`src/rtl/hand_datapath.sv`:
```
// Card slots and hand scores for the baccarat table: a free-running rank counter
// supplies each dealt card, and a two-state FSM rescores the hands after every load.
module hand_datapath #(
    parameter int NUM_RANKS = 13,
    parameter int SCORE_MOD = 10
) (
    input  logic       slow_clock,
    input  logic       resetb,
    input  logic       deal_valid,
    input  logic [2:0] deal_dest,
    output logic       deal_ready,
    input  logic       clear_hand,
    output logic [3:0] next_card,
    output logic [3:0] pcard1,
    output logic [3:0] pcard2,
    output logic [3:0] pcard3,
    output logic [3:0] dcard1,
    output logic [3:0] dcard2,
    output logic [3:0] dcard3,
    output logic [3:0] pscore,
    output logic [3:0] dscore,
    output logic       score_valid,
    output logic       err,
    output logic       state_dbg
);

    typedef enum logic {IDLE = 1'b0, SCORE = 1'b1} state_t;

    state_t     state;
    logic [3:0] cards [6];
    logic       dest_ok;
    logic       slot_empty;

    // Handshake: a deal is taken on any edge where deal_valid && deal_ready are both
    // high. The requester holds deal_valid and deal_dest stable until that edge.
    // A clear_hand on the same edge wins, and the deal is not taken.
    assign deal_ready  = (state == IDLE);
    assign score_valid = (state == IDLE);
    assign state_dbg   = state;

    assign pcard1 = cards[0];
    assign pcard2 = cards[1];
    assign pcard3 = cards[2];
    assign dcard1 = cards[3];
    assign dcard2 = cards[4];
    assign dcard3 = cards[5];

    function automatic logic [4:0] card_value(input logic [3:0] c);
        return (c >= 4'd1 && c <= 4'd9) ? {1'b0, c} : 5'd0;
    endfunction

    function automatic logic [3:0] hand_score(input logic [3:0] a, input logic [3:0] b,
                                              input logic [3:0] c);
        logic [4:0] sum;
        sum = card_value(a) + card_value(b) + card_value(c);
        return 4'(sum % 5'(SCORE_MOD));
    endfunction

    always_comb begin
        dest_ok    = 1'b0;
        slot_empty = 1'b0;
        case (deal_dest)
            3'd0: begin dest_ok = 1'b1; slot_empty = (cards[0] == 4'd0); end
            3'd1: begin dest_ok = 1'b1; slot_empty = (cards[1] == 4'd0); end
            3'd2: begin dest_ok = 1'b1; slot_empty = (cards[2] == 4'd0); end
            3'd3: begin dest_ok = 1'b1; slot_empty = (cards[3] == 4'd0); end
            3'd4: begin dest_ok = 1'b1; slot_empty = (cards[4] == 4'd0); end
            3'd5: begin dest_ok = 1'b1; slot_empty = (cards[5] == 4'd0); end
            default: begin dest_ok = 1'b0; slot_empty = 1'b0; end
        endcase
    end

    always_ff @(posedge slow_clock) begin
        if (!resetb) begin
            state     <= IDLE;
            next_card <= 4'd1;
            pscore    <= 4'd0;
            dscore    <= 4'd0;
            err       <= 1'b0;
            for (int i = 0; i < 6; i++) cards[i] <= 4'd0;
        end else begin
            // The rank counter keeps running through SCORE and clear alike.
            next_card <= (next_card == 4'(NUM_RANKS)) ? 4'd1 : next_card + 4'd1;
            if (clear_hand) begin
                state  <= IDLE;
                pscore <= 4'd0;
                dscore <= 4'd0;
                err    <= 1'b0;
                for (int i = 0; i < 6; i++) cards[i] <= 4'd0;
            end else begin
                case (state)
                    IDLE: begin
                        if (deal_valid) begin
                            if (dest_ok && slot_empty) begin
                                cards[deal_dest] <= next_card;
                                state            <= SCORE;
                            end else begin
                                err <= 1'b1;
                            end
                        end
                    end
                    SCORE: begin
                        pscore <= hand_score(cards[0], cards[1], cards[2]);
                        dscore <= hand_score(cards[3], cards[4], cards[5]);
                        state  <= IDLE;
                    end
                    default: state <= IDLE;
                endcase
            end
        end
    end

endmodule

```
`config.mk`:
```
export PLATFORM = sky130hd
export DESIGN_NAME = hand_datapath
export DESIGN_NICKNAME = d
export VERILOG_FILES = /design/src/rtl/hand_datapath.sv
export SDC_FILE = /design/constraint.sdc
export NUM_CORES = 1
export LEC_CHECK = 0
export CAP_MARGIN = 0
export CELL_PAD_IN_SITES_DETAIL_PLACEMENT = 1
export CELL_PAD_IN_SITES_GLOBAL_PLACEMENT = 2
export CORE_UTILIZATION = 33
export DETAILED_ROUTE_END_ITERATION = 7
export PLACE_DENSITY_LB_ADDON = 0.1
export SYNTH_ARGS = -nofsm -noshare
export SYNTH_HDL_FRONTEND = slang
export SYNTH_SLANG_ARGS = --single-unit
```
`constraint.sdc`:
```
create_clock -name slow_clock -period 5.5 [get_ports slow_clock]
set_input_delay 0.825 -clock slow_clock [delete_from_list [all_inputs] [get_ports slow_clock]]
set_output_delay 0.825 -clock slow_clock [all_outputs]
set_load 0.01 [all_outputs]
```
==> results of run 1 <==
state kept, by name, indices dropped and copies added (netlist names):
name,cells
err,1
state_dbg,1
pscore,4
next_card,4
dscore,4
cards,24
stage by stage:
step | hold slack (ps) | cell area [sq um]
floorplan | 484 | 2570
global placement | 462 | 3130
detailed placement | 479 | 3130
CTS | 496 | 3230
global route | 510 | 3230
finish | 480 | 3230
power groups by stage:
stage,clock network [mW],logic (mW),registers (mW)
finish,0.210,0.185,0.332
global placement,0,0.185,0.339
detailed placement,0,0.186,0.339
CTS,0.215,0.188,0.333
global route,0.227,0.209,0.335
floorplan,0,0.123,0.337
critical path: cells and delay by family (launching register included):
kind                     cells  cell delay [ps]
AO/OA/AOI/OAI                5              610
XOR/XNOR                     3              590
adder cells (fa/ha/maj)      5             1560
buffers and inverters        1               80
flip-flops                   1              470
multiplexers                 1              300
AND/OR/NAND/NOR              2              480
per-layer routing:
layer  routed length [um]  track usage  vias to the layer above  part of all wire
met2                 3040        0.280                       30              0.49
met3                  247       0.0321                        2             0.040
met5                    0            0                        -                 0
met1                 2890        0.204                      973              0.47
met4                   15       0.0202                        0            0.0024
li1                     -            -                     1025                 -
final cells by class:
class | instances | area (sq um) | share of cell area
multi-input cells | 200 | 1480 | 0.459
flip-flops and latches | 38 | 1000 | 0.310
repair buffers | 46 | 460 | 0.143
well taps | 99 | 124 | 0.0384
clock buffers | 6 | 82.6 | 0.0256
inverters | 17 | 63.8 | 0.0198
clock inverters | 2 | 16.3 | 0.00504
kinds of logic after synthesis:
logic type / Yosys count
multiplexers: 5
buffers and inverters: 22
flip-flops: 38
AND/OR/NAND/NOR: 113
XOR/XNOR: 5
adder cells (fa/ha/maj): 24
AO/OA/AOI/OAI: 53
layout by cell type, fill, tap and decap left out, types with 2 or more instances in the layout:
| cell type | Yosys | layout |
|---|---|---|
| sky130_fd_sc_hd__and2_1 | 17 | 17 |
| sky130_fd_sc_hd__o211ai_1 | 3 | 3 |
| sky130_fd_sc_hd__edfxtp_1 | 24 | 24 |
| sky130_fd_sc_hd__and2b_1 | 3 | 3 |
| sky130_fd_sc_hd__a21o_1 | 6 | 6 |
| sky130_fd_sc_hd__inv_1 | 16 | 16 |
| sky130_fd_sc_hd__nand2_1 | 10 | 10 |
| sky130_fd_sc_hd__clkbuf_8 | 0 | 6 |
| sky130_fd_sc_hd__nand2b_1 | 9 | 9 |
| sky130_fd_sc_hd__and3_1 | 15 | 15 |
| sky130_fd_sc_hd__ha_1 | 14 | 14 |
| sky130_fd_sc_hd__nor2b_1 | 11 | 11 |
| sky130_fd_sc_hd__nor4_1 | 4 | 4 |
| sky130_fd_sc_hd__dfxtp_1 | 14 | 14 |
| sky130_fd_sc_hd__nand3_1 | 14 | 14 |
| sky130_fd_sc_hd__a22o_1 | 2 | 2 |
| sky130_fd_sc_hd__fa_1 | 10 | 10 |
| sky130_fd_sc_hd__nor3_1 | 2 | 2 |
| sky130_fd_sc_hd__o21ai_0 | 16 | 16 |
| sky130_fd_sc_hd__mux2i_1 | 4 | 4 |
| sky130_fd_sc_hd__nor3b_2 | 2 | 2 |
| sky130_fd_sc_hd__xor2_1 | 2 | 2 |
| sky130_fd_sc_hd__a21oi_1 | 9 | 9 |
| sky130_fd_sc_hd__o2111ai_1 | 2 | 2 |
| sky130_fd_sc_hd__xnor2_1 | 3 | 3 |
| sky130_fd_sc_hd__clkdlybuf4s50_1 | 0 | 46 |
| sky130_fd_sc_hd__nor2_1 | 19 | 19 |
| sky130_fd_sc_hd__a21oi_2 | 3 | 3 |
synth_stat cells (2+ instances only):
master                      number  area share
sky130_fd_sc_hd__nor4_1          4      0.0097
sky130_fd_sc_hd__a21oi_1         9       0.018
sky130_fd_sc_hd__ha_1           14       0.068
sky130_fd_sc_hd__a22o_1          2      0.0068
sky130_fd_sc_hd__o211ai_1        3      0.0088
sky130_fd_sc_hd__fa_1           10       0.078
sky130_fd_sc_hd__a21o_1          6       0.018
sky130_fd_sc_hd__xnor2_1         3       0.010
sky130_fd_sc_hd__o21ai_0        16       0.031
sky130_fd_sc_hd__nand3_1        14       0.027
sky130_fd_sc_hd__and2b_1         3      0.0088
sky130_fd_sc_hd__nor3b_2         2      0.0097
sky130_fd_sc_hd__edfxtp_1       24        0.28
sky130_fd_sc_hd__and3_1         15       0.037
sky130_fd_sc_hd__nor2b_1        11       0.027
sky130_fd_sc_hd__nor2_1         19       0.028
sky130_fd_sc_hd__clkbuf_1        3      0.0044
sky130_fd_sc_hd__o2111ai_1       2      0.0068
sky130_fd_sc_hd__inv_1          16       0.023
sky130_fd_sc_hd__a21oi_2         3       0.010
sky130_fd_sc_hd__xor2_1          2      0.0068
sky130_fd_sc_hd__dfxtp_1        14        0.11
sky130_fd_sc_hd__nor3_1          2      0.0039
sky130_fd_sc_hd__nand2b_1        9       0.022
sky130_fd_sc_hd__nand2_1        10       0.015
sky130_fd_sc_hd__and2_1         17       0.041
sky130_fd_sc_hd__mux2i_1         4       0.016
worst paths after layout:
kind | startpoint | endpoint | slack [ps]
worst min-delay path | pscore[3] | pscore[3] | 480
worst min register to register | pscore[3] | pscore[3] | 480
worst max-delay path | cards[1][3] | pscore[1] | 1320
worst max register to register | cards[1][3] | pscore[1] | 1320
==> results by stage, run 1 <==
Outcome:
- The run finished with clean final reports.

STA:
- On the final layout, the worst clock skew is ~7.5 ps.
- The number of pins with negative max-slew slack in the final report came to 0.
- The headroom to the max-slew limit is 0.590.
- The pin slew with the least headroom to its limit is 615 ps.
- The count of final setup violators is 0.
- The minimum clock period is ~4200 ps.
- Across all setup checks in the final design, the least slack found is 1320 ps.
- Setup repair after global routing left no endpoint under its margin.
- The total negative setup slack is 0 ps.
- The maximum clock rate is 239 MHz.
- Dividing the final minimum period by the clock period gives 0.759.
- The number of failing hold endpoints at the final stage is 0.

Placement:
- Routability-driven placement finished with a final weighted congestion of 0.811.
- After detailed placement, the design holds a cell count of 400.
- Input and output buffers added on the ports amount to 46.
- The half-perimeter wire length of the detailed placement result is 4940 um.
- OpenSTA, run right after detailed placement, puts the worst setup slack at ~1300 ps.

Job:
- The number of max-cap violations is 0.

Floorplanning:
- For this configuration, the core starts out at a cell density of 0.349.
- The horizontal die dimension is 90.2 um.
- During I/O placement, the number of pins put on the boundary was 47.
- The core footprint is 7370 sq um.
- The die area is 8140 sq um.
- In this run the core area contains 31 standard-cell rows.
- The die is 90.2 um tall.

Clock network:
- CTS built an H-tree with a depth of 2.
- The total number of clock tree sinks is 38.
- Clock latency on the worst-skew pair, taken at its later pin, is 290 ps.
- Post-CTS repair changed the size of 0 cells.
- TritonCTS built the clock tree.
- TritonCTS created 5 clock buffers.
- In this run, post-CTS hold repair placed 0 buffers.
- The root cell of the clock tree is sky130_fd_sc_hd__clkbuf_8.
- The clock slew seen by the registers of the worst setup and hold paths is 80 ps.
- The maximum buffer depth of the clock tree is 2.
- The total setup buffers inserted after CTS is 0.

Power and ir drop:
- The internal power of the cells totals ~0.50 mW.
- The switching power as a share of total power is 0.308.
- The sequential group share of total power is 0.456.
- The share of total power dissipated in the clock network is 0.289.
- For this design the total switching power over the nets is 0.224 mW.
- The overall power is 0.727 mW.
- The cell leakage power is 1.32 nW.
- Power spread over the standard cell area amounts to 225 nW/um^2.
- The part of the power in combinational logic is 0.255.
- Across the VDD grid, the largest voltage drop is around 0.000088 V.

Logic synthesis:
- The main combinational cell family by area after synthesis is simple AND/OR/NAND/NOR gates.
- Of the synthesized area, sequential elements account for 0.390.
- The post-synthesis instance total is 260.
- Of the total synthesized cell area, the portion taken by AND, OR, NAND and NOR gates is 0.249.
- The share of synthesized area spent on multiplexers is 0.0214.
- The cell area after synthesis is 2570 sq um.
- Of all flip-flops after synthesis, the portion carrying an async set or reset was 0.
- In the synthesized netlist the dominant register cell turns out to be sky130_fd_sc_hd__edfxtp_1.
- The number of nets in the synthesized netlist is 291.
- The post-synthesis share of cell area spent on full adders, half adders and majority gates is 0.146.
- The post-synthesis xor/xnor area fraction is 0.0170.
- The number of enable flip-flop cells after synthesis is 24.
- During synthesis, Yosys emitted a total of 0 warnings.
- The post-synthesis cell type count is 50.
- A synthesized cell averages 9.88 sq um.
- The synthesized-area fraction occupied by ao, oa, aoi and oai cells was 0.143.
- The post-synthesis register bit count is 38.

Critical path:
- The largest single stage delay on the critical path is 470 ps.
- The data arrival at the endpoint of the critical path is around 4400 ps.
- Walking the worst path, the cells encountered are nor2b_1 -> fa_1 -> ha_1 -> fa_1 -> xor2_1 -> inv_2 -> ha_1 -> or2_2 -> a21oi_1 -> a211oi_1 -> xnor2_1 -> ha_1 -> a21o_1 -> o21ai_0 -> mux2_4 -> xnor2_1 -> a211oi_2.
- Of all nets on the critical path, the largest fanout is 6.
- In this design, the critical path's most frequently occurring cell is sky130_fd_sc_hd__ha_1.
- The element type at the critical path end is a flip-flop.
- The worst setup path is launched from a flip-flop.
- The classification of the worst setup path is reg2reg.
- The cell count of the worst reg-to-reg path is 17.
- On the critical path, the stage with the largest delay is an instance of sky130_fd_sc_hd__edfxtp_1.
- For the worst setup path, the data required time is 5710 ps.

Worst hold path:
- In this run the worst hold path is classified as reg2reg.
- The worst hold path was traced through 2 stages.

Global routing:
- The total overflow left after global routing is 0.
- The wire length of the first global-routing pass is 10400 um.
- Entering global routing, the biggest net connects 17 pins.
- The initial antenna violation count is 0.
- The via count of the first global-routing pass is between 2000 and 2500.
- The total global-route track usage is 0.158.

Drt:
- The remaining routing DRC violations is 0.
- The total length of routed wires is about 6200 um.
- The remaining number of nets flagged by the antenna check after routing is 0.
- After detailed routing, the number of vias per cell comes to 4.98.
- The routed wire length per instance is 15.2 um.
- The total number of vias is 2030.
- The detailed router's first-iteration violation count is 64.
- The number of detailed-route iterations in the first pass is 4.

Final layout:
- The number of standard cells in the layout, taps in and fillers out is 408.
- Once layout is complete, the utilization of the core stands at 0.438.
- The number of nets in the layout is about 340.
- Relative to the synthesized area, the layout overhead comes to 25.7%.
- Of the cells placed in the final design, the portion with a size suffix greater than 1 is 0.0744.
- 0 antenna diodes ended up in the layout.
- The layout has 871 filler cells.
Power figures use the tool's default switching activity.
==> run 2: changes to the inputs <==
--- a/config.mk
+++ b/config.mk
@@ -8,7 +8,7 @@
 export CAP_MARGIN = 0
 export CELL_PAD_IN_SITES_DETAIL_PLACEMENT = 1
 export CELL_PAD_IN_SITES_GLOBAL_PLACEMENT = 2
-export CORE_UTILIZATION = 33
+export CORE_UTILIZATION = 30
 export DETAILED_ROUTE_END_ITERATION = 7
 export PLACE_DENSITY_LB_ADDON = 0.1
 export SYNTH_ARGS = -nofsm -noshare
==> constraint.sdc (replaced) <==
create_clock -name slow_clock -period 3.65 [get_ports slow_clock]
set_input_delay 0.5475 -clock slow_clock [delete_from_list [all_inputs] [get_ports slow_clock]]
set_output_delay 0.5475 -clock slow_clock [all_outputs]
set_load 0.01 [all_outputs]
==> results by stage, run 2 (synthesis gave the netlist of run 1 again) <==
STA:
- The count of final setup violators was 3 (+3).
- The clock skew after layout is 10.9 ps (+3.46 ps).
- The total negative setup slack is -202 ps (-202 ps).
- The worst path setup slack after routing is -102 ps (-1430 ps).
- The minimum clock period is 3750 ps (-424 ps).
- The number of pins with negative max-slew slack in the final report is 0 (unchanged).
- The final worst-path cycle share is 1.03 (+0.269).
- The headroom to the max-slew limit was 0.606 (+0.0159).
- The number of failing hold endpoints at the final stage was 0 (unchanged).
- The pin slew with the least headroom to its limit is 590 ps (-24.7 ps).
- Setup repair after global routing could not meet its margin everywhere.
- The worst hold slack across all endpoints is 460 ps (-19.9 ps).
- The maximum clock rate is 267 MHz (+11%).

Clock network:
- The root cell of the clock tree is sky130_fd_sc_hd__clkbuf_8.
- The maximum buffer depth of the clock tree is 2 (unchanged).
- The clock slew seen by the registers of the worst setup and hold paths is 80 ps (about the same).
- TritonCTS built the clock tree.
- The H-tree level count came to 2 (unchanged).
- The total number of clock tree sinks is 38 (unchanged).
- The clock latency of the later-clocked register in the worst-skew pair is 290 ps (about the same).
- The clock buffer count from CTS is 5 (unchanged).

Floorplanning:
- The initial core utilization is 0.311 (-0.0375).
- The horizontal die dimension is 94.5 um (+4.8%).
- The die boundary height was 94.5 um (+4.8%).
- The placement row count came to 33 (+6.5%).
- The core footprint was 8260 sq um (+12%).
- The I/O pin count is 47 (unchanged).
- The die area was 8940 sq um (+9.8%).

Final layout:
- The utilization after layout is 0.443 (+0.00530).
- The flip-flop count of the largest register after layout was 24 (unchanged).
- In the layout the commonest cells are 46 x sky130_fd_sc_hd__clkdlybuf4s50_1, 42 x sky130_fd_sc_hd__buf_4, 24 x sky130_fd_sc_hd__edfxtp_1, 17 x sky130_fd_sc_hd__nor2_1.
- The number of inserted diodes is 0 (unchanged).
- More flip-flops sit in one register than any other, and that register is cards.
- Compared with the post-synthesis result, the final layout area differs by 42.5%.
- The post-route standard cell area excluding fillers came to 3660 sq um (+13%).
- The number of nets in the layout is 381 (+12%).
- The number of fill cells is 931 (+6.9%).
- The share of layout cells above drive strength 1 is 0.251 (+0.176).
- Leaving out fill and tap cells, the most frequent cell in the layout is sky130_fd_sc_hd__clkdlybuf4s50_1.
- The number of standard cells in the layout, taps in and fillers out is 456 (+12%).

Global routing:
- The overflow left after global routing was 0 (unchanged).
- The total global-route track usage is 0.161 (+0.00247).
- The initial antenna violation count is 0 (unchanged).
- The via count of the first global-routing pass was 2224 (+8.1%).
- The wire length of the first global-routing pass came to 10900 um (+5.4%).
- The maximum number of pins on one net before global-route repair is 17 (unchanged).

Placement:
- The placed cell count was 435 (+8.8%).
- The number of buffers added on ports was 46 (unchanged).
- The half-perimeter wire length of the detailed placement result is 5350 um (+8.3%).
- The weighted congestion at the end of routability-driven global placement came to 0.758 (-6.5%).
- The worst slack after detailed placement is -196 ps (-1480 ps).
- The total placed instance area is 3440 sq um (+9.9%).

Drt:
- The via count normalized by instance count is 4.87 (-2.1%).
- The number of detailed-route iterations in the first pass is 4 (unchanged).
- The routed wire length per instance came to 15.0 um (-1.3%).
- The remaining number of nets flagged by the antenna check after routing is 0 (unchanged).
- The total number of vias is 2222 (+9.5%).
- The total length of routed wires is 6830 um (+10%).
- The remaining routing DRC violations is 0 (unchanged).
- The detailed router's first-iteration violation count is 32 (-50%).

Critical path:
- The worst setup path is of the reg2reg kind.
- STA classifies the critical path endpoint as a flip-flop.
- The sort of element at the start of the critical path is a flip-flop.
- The cell count of the worst reg-to-reg path is 17 (unchanged).
- The worst path required time is 3870 ps (-1840 ps).
- The maximum fanout along the worst path was 4 (-2).
- The data arrival at the endpoint of the critical path is 3970 ps (-420 ps).

Power and ir drop:
- The overall power is 1.19 mW (+63%).
- The power density over the cells was 324 nW/um^2 (+44%).
- The cell leakage power is 1.55 nW (+17%).
- The peak supply drop was 0.000216 V (+150%).

Worst hold path:
- The number of cells traversed by the worst hold path was 2 (unchanged).
- The worst hold path belongs to the class reg2reg.

Job:
- The number of max-cap violations is 0 (unchanged).

Outcome:
- The run finished, with violations left.
- The checks that failed: negative setup slack.
==> run 2: final timing paths <==
kind	slack [ps]	endpoint	start
worst min-delay path	460	pscore[3]	pscore[3]
worst max-delay path	-100	pscore[1]	cards[0][3]
worst min register to register	460	pscore[3]	pscore[3]
worst max register to register	-100	pscore[1]	cards[0][3]
==> run 2: power by group <==
part | leakage (nW) | internal [mW] | switching [mW]
logic | 1.12 | 0.199 | 0.175
clock network | 0.0472 | 0.152 | 0.158
registers | 0.381 | 0.473 | 0.0277
==> run 2: area by class of cell <==
class                           instances  area, sq um  share of cell area
Multi-Input combinational cell        200         1590               0.435
Sequential cell                        38         1000               0.273
Tap cell                              105          131              0.0359
Timing Repair Buffer                   88          776               0.212
Clock buffer                            6         82.6              0.0226
Clock inverter                          2         12.5             0.00342
Inverter                               17         63.8              0.0174
==> run 2: timing repair <==
action,CTS,global route
buffers inserted,4,9
hold buffers,0,0
pin swaps,5,5
endpoints found under the setup margin,3,5
gates cloned,0,0
resized for setup,4,8
==> run 2: layer usage <==
layer / routed length [um] / track usage
met5: 0 / 0
met4: 35 / 0.0303
met3: 191 / 0.0314
met2: 3370 / 0.277
met1: 3230 / 0.211
==> run 2: critical path: stages, from the launching register on <==
cell	delay, ps
sky130_fd_sc_hd__edfxtp_1	480
sky130_fd_sc_hd__nand2b_4	190
sky130_fd_sc_hd__fa_1	540
sky130_fd_sc_hd__inv_2	50
sky130_fd_sc_hd__fa_2	410
sky130_fd_sc_hd__xor2_2	170
sky130_fd_sc_hd__inv_2	70
sky130_fd_sc_hd__ha_4	160
sky130_fd_sc_hd__or2_4	240
sky130_fd_sc_hd__a21oi_2	120
sky130_fd_sc_hd__a211oi_2	50
sky130_fd_sc_hd__xnor2_1	190
sky130_fd_sc_hd__ha_2	220
sky130_fd_sc_hd__a211o_2	120
sky130_fd_sc_hd__a21oi_2	50
sky130_fd_sc_hd__mux2_4	290
sky130_fd_sc_hd__xnor2_2	140
sky130_fd_sc_hd__a211oi_2	190
